<file path="config.mk">
export PLATFORM = sky130hd
export DESIGN_NAME = if_fetch_unit_flat
export DESIGN_NICKNAME = d
export VERILOG_FILES = /design/src/rtl/if_fetch_unit_if.sv /design/src/rtl/if_fetch_unit.sv /design/src/flat_wrapper.sv
export SDC_FILE = /design/constraint.sdc
export NUM_CORES = 1
export LEC_CHECK = 0
export BUFFER_PORTS_ARGS = -buffer_cell sky130_fd_sc_hd__buf_2
export CORE_ASPECT_RATIO = 1.75
export CORE_MARGIN = 8
export CORE_UTILIZATION = 60
export DETAILED_ROUTE_END_ITERATION = 16
export GPL_TIMING_DRIVEN = 0
export HOLD_SLACK_MARGIN = 0.02
export PLACE_DENSITY = 0.9
export SYNTH_ARGS = -nofsm -noshare
export SYNTH_HDL_FRONTEND = slang
export SYNTH_SLANG_ARGS = --single-unit
export TNS_END_PERCENT = 50
</file>
<file path="constraint.sdc">
create_clock -name clk -period 5.5 [get_ports clk]
set_input_delay 0.55 -clock clk [delete_from_list [all_inputs] [get_ports clk]]
set_output_delay 0.55 -clock clk [all_outputs]
set_load 0.01 [all_outputs]
</file>
<file path="src/rtl/if_fetch_unit_if.sv">
// Instruction-memory request/response bus between the fetch unit (master) and imem (slave).
// Signal suffixes are relative to the fetch unit.
interface if_fetch_unit_if;
  logic        imem_req_valid_o;
  logic [31:0] imem_req_addr_o;
  logic        imem_req_ready_i;
  logic        imem_resp_valid_i;
  logic [31:0] imem_resp_rdata_i;

  modport master (
    output imem_req_valid_o,
    output imem_req_addr_o,
    input  imem_req_ready_i,
    input  imem_resp_valid_i,
    input  imem_resp_rdata_i
  );

  modport slave (
    input  imem_req_valid_o,
    input  imem_req_addr_o,
    output imem_req_ready_i,
    output imem_resp_valid_i,
    output imem_resp_rdata_i
  );
endinterface

</file>
<file path="src/rtl/if_fetch_unit.sv">
// Instruction fetch front end: credit-limited in-order imem requests feeding a prefetch FIFO.
// Optional feature: define FETCH_MISALIGN_CHK_EN to trap misaligned redirect targets.
module if_fetch_unit #(
  parameter logic [31:0] RESET_PC   = 32'h0000_0000,
  parameter int unsigned FIFO_DEPTH = 4
) (
  input  logic            clk,
  input  logic            rst,
  input  logic            stall_i,
  input  logic            redirect_i,
  input  logic [31:0]     redirect_pc_i,
  if_fetch_unit_if.master imem,
  output logic            valid_o,
  output logic [31:0]     pc_o,
  output logic [31:0]     instr_o,
  output logic            misalign_o
);
  localparam int unsigned AW      = (FIFO_DEPTH > 1) ? $clog2(FIFO_DEPTH) : 1;
  localparam int unsigned CW      = AW + 1;
  localparam logic [31:0] NOP     = 32'h0000_0013;
  localparam logic [31:0] PC_MASK = ~32'h0000_0003;

  logic [31:0]   fetch_pc_q, fetch_pc_d;
  logic [31:0]   resp_pc_q, resp_pc_d;
  logic [CW-1:0] outst_q, outst_d;
  logic [CW-1:0] drop_q, drop_d;
  logic [CW-1:0] cnt_q, cnt_d;
  logic [AW-1:0] wr_ptr_q, wr_ptr_d;
  logic [AW-1:0] rd_ptr_q, rd_ptr_d;
  logic [31:0]   fifo_pc_q    [FIFO_DEPTH];
  logic [31:0]   fifo_instr_q [FIFO_DEPTH];

  logic          fetch_blocked;
  logic [CW:0]   inflight;
  logic          req_valid;
  logic          accept;
  logic          resp_in;
  logic          push;
  logic          pop;

`ifdef FETCH_MISALIGN_CHK_EN
  logic misalign_q, misalign_d;

  always_comb begin
    misalign_d = misalign_q;
    if (redirect_i) begin
      misalign_d = |redirect_pc_i[1:0];
    end
  end

  always_ff @(posedge clk or posedge rst) begin
    if (rst) begin
      misalign_q <= 1'b0;
    end else begin
      misalign_q <= misalign_d;
    end
  end

  assign fetch_blocked = misalign_q;
`else
  assign fetch_blocked = 1'b0;
`endif

  assign misalign_o = fetch_blocked;

  // Credit covers both in-flight requests and buffered words, so a response always has a slot.
  assign inflight  = {1'b0, outst_q} + {1'b0, cnt_q};
  assign req_valid = !rst && !redirect_i && !fetch_blocked && (inflight < (CW+1)'(FIFO_DEPTH));
  assign accept    = req_valid && imem.imem_req_ready_i;
  assign resp_in   = imem.imem_resp_valid_i;
  assign push      = resp_in && (drop_q == '0) && !redirect_i;

  assign imem.imem_req_valid_o = req_valid;
  assign imem.imem_req_addr_o  = fetch_pc_q;

  assign valid_o = (cnt_q != '0) && !fetch_blocked;
  assign pc_o    = valid_o ? fifo_pc_q[rd_ptr_q] : 32'h0;
  assign instr_o = valid_o ? fifo_instr_q[rd_ptr_q] : NOP;
  assign pop     = valid_o && !stall_i;

  always_comb begin
    fetch_pc_d = fetch_pc_q;
    resp_pc_d  = resp_pc_q;
    outst_d    = outst_q + CW'(accept) - CW'(resp_in);
    drop_d     = drop_q;
    wr_ptr_d   = wr_ptr_q;
    rd_ptr_d   = rd_ptr_q;
    cnt_d      = cnt_q;

    if (accept) begin
      fetch_pc_d = fetch_pc_q + 32'd4;
    end
    if (resp_in && (drop_q != '0)) begin
      drop_d = drop_q - CW'(1);
    end
    if (push) begin
      resp_pc_d = resp_pc_q + 32'd4;
      wr_ptr_d  = wr_ptr_q + AW'(1);
    end
    if (pop) begin
      rd_ptr_d = rd_ptr_q + AW'(1);
    end
    cnt_d = cnt_q + CW'(push) - CW'(pop);

    // Every request still in flight after this cycle belongs to the old path.
    if (redirect_i) begin
      fetch_pc_d = redirect_pc_i & PC_MASK;
      resp_pc_d  = redirect_pc_i & PC_MASK;
      drop_d     = outst_d;
      wr_ptr_d   = '0;
      rd_ptr_d   = '0;
      cnt_d      = '0;
    end
  end

  always_ff @(posedge clk or posedge rst) begin
    if (rst) begin
      fetch_pc_q <= RESET_PC;
      resp_pc_q  <= RESET_PC;
      outst_q    <= '0;
      drop_q     <= '0;
      wr_ptr_q   <= '0;
      rd_ptr_q   <= '0;
      cnt_q      <= '0;
    end else begin
      fetch_pc_q <= fetch_pc_d;
      resp_pc_q  <= resp_pc_d;
      outst_q    <= outst_d;
      drop_q     <= drop_d;
      wr_ptr_q   <= wr_ptr_d;
      rd_ptr_q   <= rd_ptr_d;
      cnt_q      <= cnt_d;
    end
  end

  always_ff @(posedge clk) begin
    if (push) begin
      fifo_pc_q[wr_ptr_q]    <= resp_pc_q;
      fifo_instr_q[wr_ptr_q] <= imem.imem_resp_rdata_i;
    end
  end

  push_into_full_fifo: assert property (@(posedge clk) disable iff (rst)
    !(push && (cnt_q == CW'(FIFO_DEPTH))));

endmodule
</file>
<file path="src/flat_wrapper.sv">
// flat-port wrapper written by rule: the top's interface ports become plain ports
module if_fetch_unit_flat 
#(
  parameter logic [31:0] RESET_PC   = 32'h0000_0000,
  parameter int unsigned FIFO_DEPTH = 4
)
  (clk, rst, stall_i, redirect_i, redirect_pc_i, valid_o, pc_o, instr_o, misalign_o, imem_imem_req_valid_o, imem_imem_req_addr_o, imem_imem_req_ready_i, imem_imem_resp_valid_i, imem_imem_resp_rdata_i);
  if_fetch_unit_if imem_i ();
  input  logic clk;
  input  logic rst;
  input  logic stall_i;
  input  logic redirect_i;
  input  logic [31:0] redirect_pc_i;
  output logic valid_o;
  output logic [31:0] pc_o;
  output logic [31:0] instr_o;
  output logic misalign_o;
  output wire logic [$bits(imem_i.imem_req_valid_o)-1:0] imem_imem_req_valid_o;
  output wire logic [$bits(imem_i.imem_req_addr_o)-1:0] imem_imem_req_addr_o;
  input wire logic [$bits(imem_i.imem_req_ready_i)-1:0] imem_imem_req_ready_i;
  input wire logic [$bits(imem_i.imem_resp_valid_i)-1:0] imem_imem_resp_valid_i;
  input wire logic [$bits(imem_i.imem_resp_rdata_i)-1:0] imem_imem_resp_rdata_i;
  assign imem_imem_req_valid_o = imem_i.imem_req_valid_o;
  assign imem_imem_req_addr_o = imem_i.imem_req_addr_o;
  assign imem_i.imem_req_ready_i = imem_imem_req_ready_i;
  assign imem_i.imem_resp_valid_i = imem_imem_resp_valid_i;
  assign imem_i.imem_resp_rdata_i = imem_imem_resp_rdata_i;
  if_fetch_unit #(.RESET_PC(RESET_PC), .FIFO_DEPTH(FIFO_DEPTH)) u_core (.clk(clk), .rst(rst), .stall_i(stall_i), .redirect_i(redirect_i), .redirect_pc_i(redirect_pc_i), .imem(imem_i), .valid_o(valid_o), .pc_o(pc_o), .instr_o(instr_o), .misalign_o(misalign_o));
endmodule
</file>
; ---- Yosys cells after proc, flatten, opt, wreduce, memory -nomap -nowiden
; Memory sizes are Yosys's and may differ from the RTL's.
; Index checks and enable logic that the tools add are counted.
; Widths: inputs -> output; s select.
[op_classes]
mux = 15
reduce_logical = 17
magnitude_cmp = 1
n_addsub = 10
[op_table]
columns = op, count
row1 = $mux 32, 6
row2 = $add 32x3->32 const B, 2
row3 = $mux 3, 3
row4 = $mux 2, 4
row5 = $reduce_bool 2->1, 4
row6 = $logic_and 1x1->1, 7
row7 = $add 3x1->3, 2
row8 = $reduce_bool 3->1, 2
row9 = $sub 3x1->3, 2
row10 = $add 2x1->2 const B, 2
row11 = $add 3x3->4, 1
row12 = $lt 4x3->1 const B, 1
row13 = $logic_not 1->1, 3
row14 = $logic_not 3->1, 1
row15 = $sub 3x1->3 const B, 1
row16 = $mux 1, 2
[word_totals]
mem_count = 2
regBits = 77
ramBits = 256
[memory_table]
columns = name, depth, width, rd, rd_clocked_by_memory_dff, write_ports, line_no
row1 = u_core.fifo_instr_q, 4, 32, 1, 0, 1, if_fetch_unit.sv:31  ; logic [31:0] fifo_instr_q [FIFO_DEPTH];
row2 = u_core.fifo_pc_q, 4, 32, 1, 0, 1, if_fetch_unit.sv:30  ; logic [31:0] fifo_pc_q [FIFO_DEPTH];

; ---- Depth between registers and ports, before layout
[depth]
word_depth = 7
ltp_mapped = 12
ltp_nobuf = 10

; ---- Worst setup path before layout
; No wires, ideal clock.
[synth_timing]
path_kind = input to register
start = input redirect_i
end = memory u_core.fifo_instr_q[0][0] (enable)
arrival_time_ns = 2.649
required_ns = 5.073
slack_ns = 2.424
setup_time_ns = 0.427
stages = 4
path_cell_list = buf_2 inv_2 clkbuf_1 and3_1
[synth_between]
elab_chain_cells = 4
[synth_lines]
columns = element, line_no
row1 = start: declaration, flat_wrapper.sv:12  ; input logic redirect_i;
row2 = $logic_not 1->1, if_fetch_unit.sv:71  ; assign push = resp_in && (drop_q == '0) && !redirect_i;
row3 = $logic_and 1x1->1, if_fetch_unit.sv:71
row4 = $mux 1, if_fetch_unit.sv:137  ; if (push) begin
row5 = $mux 1 (not written as such), if_fetch_unit.sv:139  ; fifo_instr_q[wr_ptr_q] <= imem.imem_resp_rdata_i;
row6 = end: declaration, if_fetch_unit.sv:31
; No other way between the ends.

; ---- Worst setup path in the final report
[layout_timing]
start = register u_core.rd_ptr_q[0]
end = output pc_o[16]
[layout_between]
elab_chain_cells = 2
[layout_lines]
columns = element, line_no
row1 = start: declaration, if_fetch_unit.sv:29  ; logic [AW-1:0] rd_ptr_q, rd_ptr_d;
row2 = start signal: assignment, if_fetch_unit.sv:131  ; rd_ptr_q <= rd_ptr_d;
row3 = $mem_v2 4x32, --
row4 = $mux 32, if_fetch_unit.sv:77  ; assign pc_o = valid_o ? fifo_pc_q[rd_ptr_q] : 32'h0;
row5 = end: declaration, flat_wrapper.sv:15  ; output logic [31:0] pc_o;
; No other way between the ends.

==> impl_metrics.py <==
metrics = {
    "status": {
        "status": "finished, final reports clean",
    },
    "global_routing": {
        "grt_max_degree": 63,
        "track_usage_pct": 23.48,
        "grt_pass1_wl_um": 49310,
        "grt_pass1_vias": 8785,
        "overflow": 0,
        "antenna_found_initial": 0,
    },
    "cells_and_area": {
        "layout-drive-gt1-share_pct": 29.32,
        "layout.cells.non_filler": 1371,
        "nets": 1135,
        "regArea_mm2": 0.009274,
        "multi_input_area_mm2": 0.004065,
        "area_delta_synth_final_pct": 17.20,
        "diodes": 0,
        "fillers": 1459,
    },
    "die": {
        "io_pins": 169,
        "die_height_um": 215.1,
        "start_util_pct": 60.46,
        "die-area_mm2": 0.02790,
        "core.rowCount": 73,
        "die_w_um": 129.7,
        "fp.coreArea_mm2": 0.02247,
    },
    "detailed_routing": {
        "routedWlPerCell_um": 23.26,
        "final_antenna_net_count": 0,
        "via_per_inst": 6.044,
        "first_pass_iters": 5,
        "drc": 0,
        "wl_um": 31890,
        "vias": 8286,
        "first_iter_violations": 790,
    },
    "placed_design": {
        "post-dp-hpwl_um": 21870,
        "dpl_worst_slack_ps": 2119,
        "dp.cells": 1318,
        "io_buffers": 161,
        "gp_congestion": 0.9452,
    },
    "synthesis": {
        "synthArstFlopShare_pct": 22.74,
        "ys_seq_area_share_pct": 68.27,
        "yosysUniqueCellTypes": 60,
        "synth_area_leaders": "edfxtp_1 (55%), dfrtp_1 (13%), mux4_2 (10%)",
        "ys.flop_type": "edfxtp_1",
        "ys_ff_latch": 321,
        "synth_cells": 847,
        "yosys.area.top_type_share_pct": 54.82,
        "synth-warning-count": 0,
        "syn_area_mm2": 0.01358,
        "avgSynthCellArea_um2": 16.04,
        "synth-edff-count": 248,
        "yosysTopAreaCell": "edfxtp_1",
    },
    "power_and_ir_drop": {
        "irDropWorstVdd_v": 0.0002529,
        "power.density_mw_per_mm2": 416.2,
        "cellLeakagePower_uw": 0.005774,
        "p_total_uw": 6626,
    },
    "timing": {
        "fin_crit_sh_pct": 70.71,
        "setup_viol": 0,
        "setup-tns-final_ps": 0,
        "fmax_ghz": 0.2571,
        "tightest_slew_ps": 1123,
        "timing.hold.ws_ps": 194.1,
        "hold_viol": 0,
        "fin_crit_ps": 3889,
        "slew_violations": 0,
        "setup_ws_ps": 1611,
        "relSlewSlack_pct": 24.59,
        "clock_skew_ps": 33.38,
        "grt_setup_unrepaired": "false",
    },
    "setup_path": {
        "crit_family": "buffers and inverters",
        "crit_fanout": 10,
        "critPathArrivalTime_ps": 3340,
        "cp_data_required_time_ps": 4950,
        "endpoint_kind": "output pin",
        "r2r_slack_ps": 2010,
        "slowest_delay_ps": 850,
        "start_kind": "flop",
        "cp_slowest_cell": "buf_1",
        "path_class": "reg2out",
        "r2r_cells": 12,
        "crit_chain": "clkbuf_1 > buf_1 > mux4_2 > nor2b_1 > buf_2",
        "crit_buf_inv": 3,
        "r2r_start": "u_core.cnt_q[2]$_DFF_PP0_",
        "r2r-end": "u_core.drop_q[2]$_DFFE_PP0P_",
    },
    "worst_hold_path": {
        "hold_start": "imem_imem_resp_rdata_i[31]",
        "min_path_type": "in2reg",
        "hold-path-cell-count": 1,
        "whs_endpoint": "u_core.fifo_instr_q[1][31]$_DFFE_PP_",
    },
    "clock_network": {
        "clkSinkCount": 321,
        "cts-buffers-inserted": 28,
        "clock_latency_ps": 570,
        "cts.reportedPaths.clkPinSlew_ps": 70,
        "htree_levels": 1,
        "cts_resized": 0,
        "tritoncts": "done",
        "postCtsSetupRepairBufs": 0,
        "cts_buffer_depth": 3,
        "root_buffer": "clkbuf_16",
    },
    "run": {
        "max_cap_viol_count": 0,
    },
}
[layer usage]
layer	share of wire [%]	GRT usage [%]	wire length (µm)
met5	0	0	0
met4	4.5	11.60	1444
met3	5.8	3.223	1856
met2	56	43.33	17700
met1	34	25.33	10880
[worst max-delay path by stage]
stage                                         startpoint                                  end  slack [ps]  depth (start not counted)
after floorplan                               redirect_i  u_core.fifo_instr_q[0][0]$_DFFE_PP_        2420                          4
after global placement                        redirect_i  u_core.fifo_instr_q[0][5]$_DFFE_PP_         870                          5
after detailed placement       u_core.cnt_q[2]$_DFF_PP0_         u_core.drop_q[2]$_DFFE_PP0P_        2120                         12
after CTS                 u_core.rd_ptr_q[0]$_DFFE_PP0P_                             pc_o[16]        1480                          5
after global routing      u_core.rd_ptr_q[0]$_DFFE_PP0P_                             pc_o[16]        1410                          5
final                     u_core.rd_ptr_q[0]$_DFFE_PP0P_                             pc_o[16]        1610                          5
[power by group]
part	leakage [µW]	internal, µW	switching (µW)
registers	0.00312	2770	143
logic	0.00218	758	906
clock network	0.000473	1140	905
total	0.00577	4670	1950
[cells in the final DEF, fill, tap and decap left out, types with 4 or more instances in the layout]
| master | n |
|---|---|
| a31oi_1 | 4 |
| nor2b_1 | 60 |
| buf_4 | 6 |
| conb_1 | 5 |
| clkbuf_1 | 32 |
| and4_1 | 10 |
| nand2_1 | 55 |
| dfrtp_1 | 73 |
| and3_1 | 10 |
| xor2_1 | 27 |
| clkbuf_16 | 28 |
| nor3_1 | 8 |
| mux2i_1 | 5 |
| o211ai_1 | 8 |
| inv_6 | 7 |
| mux2_2 | 12 |
| and3_4 | 4 |
| inv_1 | 17 |
| buf_1 | 8 |
| nand3_1 | 26 |
| a21oi_1 | 6 |
| nand4_1 | 27 |
| or2_2 | 5 |
| xnor2_1 | 18 |
| buf_2 | 163 |
| nor2_1 | 24 |
| edfxtp_1 | 248 |
| ha_1 | 14 |
| mux4_2 | 62 |
| o21ai_0 | 28 |
[cell usage after synthesis (14+ instances only)]
library cell and instances:
and3_1 14, clkbuf_1 26, dfrtp_1 73, edfxtp_1 248
ha_1 14, inv_1 18, mux4_2 62, nand2_1 55
nand3_1 26, nand4_1 27, nor2_1 24, nor2b_1 60
o21ai_0 28, xnor2_1 18, xor2_1 27
[flip-flops by register name, indices dropped and copies added, names as in the netlist]
signal,cells
u_core.cnt_q,3
u_core.drop_q,3
u_core.fifo_instr_q,128
u_core.fifo_pc_q,120
u_core.imem.imem_req_addr_o,30
u_core.outst_q,3
u_core.rd_ptr_q,2
u_core.resp_pc_q,30
u_core.wr_ptr_q,2
[area by class of cell]
class,count,area share [%]
multi-input combinational,466,25.53
clock inverter,16,1.367
inverter,20,0.5187
sequential,321,58.25
tap,300,2.358
clock buffer,36,4.715
buffer,44,1.289
timing repair buffer,168,5.965
[per-stage QoR]
step	cell area, µm²	utilization [%]
4_1_cts	15920	70.85
3_5_place_dp	14940	66.50
5_1_grt	15920	70.85
2_1_floorplan	13600	-
6_report	15920	70.85
3_3_place_gp	14780	65.78
[cell families (layout without fill, tap and decap cells)]
family | after synthesis | after routing | share of synthesized area [%]
buffers and inverters | 64 | 284 | 2.100
AO/OA/AOI/OAI | 66 | 66 | 3.021
multiplexers | 79 | 79 | 11.64
AND/OR/NAND/NOR | 255 | 255 | 10.45
XOR/XNOR | 45 | 45 | 2.901
other | 1 | 5 | 0.02761
flip-flops | 321 | 321 | 68.27
adder cells (fa/ha/maj) | 16 | 16 | 1.584
[repair_timing]
| action | CTS | global route |
|---|---|---|
| endpoints found under the setup margin | 0 | 0 |
| endpoints found under the hold margin | 11 | 0 |
| hold buffers | 1 | 0 |
No activity file was read; power rests on OpenSTA's default activity.
